==> config.mk <==
export PLATFORM = sky130hd
export DESIGN_NAME = io_delay_tap_ctrl
export DESIGN_NICKNAME = d
export VERILOG_FILES = /design/src/rtl/io_delay_tap_ctrl.sv
export SDC_FILE = /design/constraint.sdc
export NUM_CORES = 1
export LEC_CHECK = 0
export ABC_AREA = 1
export CAP_MARGIN = 20
export CELL_PAD_IN_SITES_DETAIL_PLACEMENT = 0
export CELL_PAD_IN_SITES_GLOBAL_PLACEMENT = 1
export CORE_ASPECT_RATIO = 0.5
export CORE_UTILIZATION = 38
export CTS_CLUSTER_DIAMETER = 50
export DETAILED_ROUTE_END_ITERATION = 8
export MAX_ROUTING_LAYER = met4
export PLACE_DENSITY = 0.82
export SYNTH_ARGS = -nofsm -noshare
export SYNTH_HDL_FRONTEND = slang
export SYNTH_SLANG_ARGS = --single-unit
==> constraint.sdc <==
create_clock -name clk -period 3.2 [get_ports clk]
set_clock_uncertainty 0.1 [all_clocks]
set_input_delay 0.32 -clock clk [delete_from_list [all_inputs] [get_ports clk]]
set_output_delay 0.32 -clock clk [all_outputs]
set_load 0.005 [all_outputs]
==> src/rtl/io_delay_tap_ctrl.sv <==
// IDELAY tap-load controller: writes CNTVALUEIN/LD on one of four channels,
// waits for the delay line to settle, then verifies CNTVALUEOUT and retries.
module io_delay_tap_ctrl #(
    parameter int SETTLE_CYC = 2,
    parameter int RETRY_MAX  = 3
) (
    input  logic       clk,
    input  logic       rst_n,
    input  logic       rdy,
    input  logic       req_valid,
    output logic       req_ready,
    input  logic [1:0] req_ch,
    input  logic [4:0] req_tap,
    output logic       done,
    output logic       resp_err,
    output logic       ldcnt_01,
    output logic       ldcnt_02,
    output logic       ldcnt_03,
    output logic       ldcnt_04,
    output logic [4:0] dicnt_01,
    output logic [4:0] dicnt_02,
    output logic [4:0] dicnt_03,
    output logic [4:0] dicnt_04,
    input  logic [4:0] docnt_01,
    input  logic [4:0] docnt_02,
    input  logic [4:0] docnt_03,
    input  logic [4:0] docnt_04,
    output logic       busy
);

    typedef enum logic [2:0] {
        WAIT_RDY,
        IDLE,
        LOAD,
        SETTLE,
        CHECK
    } state_e;

    localparam logic [3:0] SETTLE_LAST = 4'(SETTLE_CYC - 1);
    localparam logic [2:0] RETRY_LIM   = 3'(RETRY_MAX);

    state_e     state_q, state_d;
    logic       rdy_meta_q, rdy_s_q;
    logic [1:0] ch_q, ch_d;
    logic [4:0] tap_q, tap_d;
    logic [2:0] retry_q, retry_d;
    logic [3:0] settle_q, settle_d;
    logic [3:0] ldcnt_q, ldcnt_d;
    logic [4:0] dicnt_q [4];
    logic [4:0] dicnt_d [4];
    logic       done_q, done_d;
    logic       err_q, err_d;
    logic [4:0] docnt_arr [4];
    logic [4:0] docnt_sel;

    assign docnt_arr[0] = docnt_01;
    assign docnt_arr[1] = docnt_02;
    assign docnt_arr[2] = docnt_03;
    assign docnt_arr[3] = docnt_04;
    assign docnt_sel    = docnt_arr[ch_q];

    assign req_ready = (state_q == IDLE) && rdy_s_q;
    assign busy      = (state_q != IDLE);

    always_comb begin
        // NOTE: every signal written here gets a default first, so no path can infer a latch.
        state_d  = state_q;
        ch_d     = ch_q;
        tap_d    = tap_q;
        retry_d  = retry_q;
        settle_d = settle_q;
        ldcnt_d  = '0;
        dicnt_d  = dicnt_q;
        done_d   = 1'b0;
        err_d    = 1'b0;

        case (state_q)
            WAIT_RDY: begin
                if (rdy_s_q) state_d = IDLE;
            end
            IDLE: begin
                if (!rdy_s_q) begin
                    state_d = WAIT_RDY;
                end else if (req_valid) begin
                    ch_d             = req_ch;
                    tap_d            = req_tap;
                    retry_d          = '0;
                    dicnt_d[req_ch]  = req_tap;
                    ldcnt_d[req_ch]  = 1'b1;
                    state_d          = LOAD;
                end
            end
            LOAD: begin
                settle_d = '0;
                state_d  = SETTLE;
            end
            SETTLE: begin
                if (settle_q == SETTLE_LAST) state_d = CHECK;
                else                         settle_d = settle_q + 4'd1;
            end
            CHECK: begin
                if (docnt_sel == tap_q) begin
                    done_d  = 1'b1;
                    state_d = IDLE;
                end else if (retry_q < RETRY_LIM) begin
                    retry_d       = retry_q + 3'd1;
                    ldcnt_d[ch_q] = 1'b1;
                    state_d       = LOAD;
                end else begin
                    done_d  = 1'b1;
                    err_d   = 1'b1;
                    state_d = IDLE;
                end
            end
            default: state_d = WAIT_RDY;
        endcase

        // Losing the reference clock ready aborts the operation and overrides any CHECK verdict.
        if ((state_q inside {LOAD, SETTLE, CHECK}) && !rdy_s_q) begin
            state_d = WAIT_RDY;
            done_d  = 1'b1;
            err_d   = 1'b1;
            ldcnt_d = '0;
        end
    end

    // NOTE: sequential state uses non-blocking assignments so every flop samples pre-edge values.
    always_ff @(posedge clk or negedge rst_n) begin
        if (!rst_n) begin
            state_q    <= WAIT_RDY;
            rdy_meta_q <= 1'b0;
            rdy_s_q    <= 1'b0;
            ch_q       <= '0;
            tap_q      <= '0;
            retry_q    <= '0;
            settle_q   <= '0;
            ldcnt_q    <= '0;
            // NOTE: the tap registers drive the pads directly, so this small array is reset too.
            dicnt_q    <= '{default: '0};
            done_q     <= 1'b0;
            err_q      <= 1'b0;
        end else begin
            state_q    <= state_d;
            rdy_meta_q <= rdy;
            rdy_s_q    <= rdy_meta_q;
            ch_q       <= ch_d;
            tap_q      <= tap_d;
            retry_q    <= retry_d;
            settle_q   <= settle_d;
            ldcnt_q    <= ldcnt_d;
            dicnt_q    <= dicnt_d;
            done_q     <= done_d;
            err_q      <= err_d;
        end
    end

    assign done     = done_q;
    assign resp_err = err_q;
    assign ldcnt_01 = ldcnt_q[0];
    assign ldcnt_02 = ldcnt_q[1];
    assign ldcnt_03 = ldcnt_q[2];
    assign ldcnt_04 = ldcnt_q[3];
    assign dicnt_01 = dicnt_q[0];
    assign dicnt_02 = dicnt_q[1];
    assign dicnt_03 = dicnt_q[2];
    assign dicnt_04 = dicnt_q[3];

endmodule
==> flow_summary.json <==
{
  "grt_overflow": 0,
  "rsz0062_at_grt": "false",
  "critical_path_required_ns": 3.25,
  "clock-sinks": 45,
  "layout_commonest_cell": "nand2_1",
  "hold_path_class": "reg -> reg",
  "ys_warn_count": 0,
  "place_area_um2": 2850,
  "critical_path_peak_fanout": 16,
  "cts_setup_buffers": 0,
  "finalMaxSlewViolations": 0,
  "netlist.area_leader.share": 0.502,
  "via_per_inst": 4.75,
  "wl_met2_um": 2440,
  "wl_met1_um": 2460,
  "worst_pin_slew_ns": 0.593,
  "ys_ff_latch": 45,
  "syn-mean-instance-area_um2": 8.19,
  "pin_count": 59,
  "area_delta_synth_final_pct": 35.5,
  "tns_ns": 0,
  "vias": 1925,
  "hpwl_um": 3900,
  "yosysTopAreaCell": "dfrtp_1",
  "seq_power_share": 0.365,
  "p_switching_uw": 876,
  "cts_buffer_depth": 2,
  "period_share": 0.736,
  "drive_above_1_share": 0.0904,
  "synth.area.top_cells": "dfrtp_1, nand2_1, nand3_1, o21ai_0, o21ai_2",
  "grt_pass1_vias": 1939,
  "syn-instance-count": 274,
  "wl_per_cell_um": 12.5,
  "port-buffer-count": 58,
  "worst_ir_drop_vdd_uv": 419,
  "core_area_um2": 5590,
  "grt_pass1_wl_um": 9070,
  "yosysSeqAreaShare": 0.502,
  "rows": 19,
  "swShare": 0.346,
  "dr.max_layer_used": "met4",
  "gp_congestion": 0.767,
  "dr.pass1.iters": 4,
  "outcome": "complete, no violations",
  "p_leak_uw": 0.00148,
  "crit_arrival_ns": 2.41,
  "syn_nets": 308,
  "drt_wl_total_um": 5070,
  "fin_nets": 366,
  "cts-htree-levels": 2,
  "start_util": 0.402,
  "min_period_ns": 2.35,
  "antenna_found_initial": 0,
  "diodes": 0,
  "die_h_um": 56.3,
  "crit_path_frequent_cell": "nand2_1",
  "fmax_mhz": 425,
  "cts_tree": "yes",
  "synth_cell_types": 29,
  "cp-start-kind": "flip-flop",
  "drtAntennaViolNets": 0,
  "p_comb_frac": 0.410,
  "grt_max_degree": 46,
  "worst_setup_path_end_kind": "flip-flop",
  "fp.dieW_um": 111,
  "path_class": "reg -> reg",
  "cp_num_buf_inv": 1,
  "syn_area_um2": 2240,
  "max_stage_delay_ns": 0.45,
  "final_area_um2": 3040,
  "setup_viol": 0,
  "cp_top_family": "simple AND/OR/NAND/NOR gates",
  "intPower_uw": 1660,
  "cts_inserted_buffers": 5,
  "root_buffer": "clkbuf_16",
  "slew_headroom": 0.599,
  "path_cells": "nor2_2 -> nand2_2 -> inv_2 -> o22ai_2 -> nor2_4 -> nand2_1 -> or2_1 -> nand2_1 -> o21ai_2",
  "power_density_nw_per_um2": 833,
  "crit_slowest_cell": "dfrtp_1",
  "met3WireLength_um": 134,
  "drv_cap": 0,
  "drt_iter0_drc": 107,
  "p_clk_frac": 0.224,
  "clk_latency_ns": 0.28,
  "clkTransAtPathRegs_ns": 0.06,
  "grt_use_total": 0.188,
  "final_cell_mix": "nand2_1, clkdlybuf4s50_1, dfrtp_1, inv_1",
  "finalHoldViolCount": 0,
  "dieArea_um2": 6240,
  "drc_errors": 0
}
==> state kept, by name, summed over array words and instances (netlist names) <==
register,count
dicnt_01,5
dicnt_02,5
dicnt_03,5
dicnt_04,5
tap_q,5
ldcnt_q,4
settle_q,4
retry_q,3
state_q,3
ch_q,2
done,1
rdy_meta_q,1
rdy_s_q,1
resp_err,1
==> final cells by class <==
cell class / instances / area (µm²)
Fill cell: 532 / 2540
Multi-Input combinational cell: 196 / 968
Timing Repair Buffer: 60 / 606
Inverter: 24 / 90.1
Clock buffer: 5 / 125
Tap cell: 73 / 91.3
Sequential cell: 45 / 1130
Clock inverter: 2 / 35.0
==> cells by family after synthesis <==
group,synth area share
flops,0.502
simple gates,0.286
compound gates,0.121
xor+xnor,0.00781
fa+ha+maj,0.0167
buf+inv,0.0669
==> power groups by stage <==
| stage | logic, µW | registers, µW | clock network, µW |
|---|---|---|---|
| floorplan | 613 | 903 | 0 |
| global placement | 1020 | 929 | 0 |
| detailed placement | 1040 | 936 | 0 |
| CTS | 1050 | 929 | 579 |
| global route | 1190 | 958 | 607 |
| finish | 1040 | 926 | 569 |
==> timing repair <==
item | in CTS | in global routing
endpoints found under the setup margin | 0 | 0
resized for setup | 0 | 0
hold endpoints to repair | 0 | 13
hold buffers | 0 | 1
==> cells in the mapped netlist <==
master,count
a21oi_1,6
a21oi_2,2
buf_2,3
buf_6,3
clkbuf_1,3
dfrtp_1,45
ha_1,3
inv_1,22
inv_2,2
nand2_1,102
nand2_2,1
nand3_1,19
nand3_4,1
nand3b_1,1
nand4_1,3
nor2_1,11
nor2_2,1
nor2_4,2
nor3_1,5
o21a_1,1
o21ai_0,19
o21ai_2,10
o22ai_1,2
o22ai_2,1
o311ai_0,1
or2_1,2
or2_2,1
xnor2_1,1
xor2_1,1
==> layer usage <==
layer / GRT usage / up-vias
li1: - / 1000
met1: 0.238 / 897
met4: 0.0629 / 0
met5: - / -
met2: 0.306 / 26
met3: 0.0389 / 2
==> path summary, 6_finish.rpt <==
| path | startpoint | to | slack (ns) | depth (start not counted) |
|---|---|---|---|---|
| max | state_q[0] | dicnt_02[3] | 0.85 | 9 |
| min | rdy_meta_q | rdy_s_q | 0.25 | 0 |
| max reg2reg | state_q[0] | dicnt_02[3] | 0.85 | 9 |
| min reg2reg | rdy_meta_q | rdy_s_q | 0.25 | 0 |
| max in group asynchronous | rst_n | tap_q[3] | 2.15 | 3 |
| min in group asynchronous | rst_n | settle_q[0] | 0.37 | 2 |
==> per-stage QoR <==
stage | utilization | power, µW | instances | setup slack [ns] | hold slack, ns
after floorplan | - | 1520 | 274 | 1.46 | -0.0756
after global placement | 0.510 | 1950 | 396 | 0.942 | 0.232
after detailed placement | 0.510 | 1980 | 396 | 0.873 | 0.240
after CTS | 0.539 | 2560 | 403 | 0.847 | 0.146
after global routing | 0.544 | 2750 | 405 | 0.622 | 0.254
final | 0.544 | 2540 | 405 | 0.846 | 0.249
No activity file was read; power rests on OpenSTA's default activity.
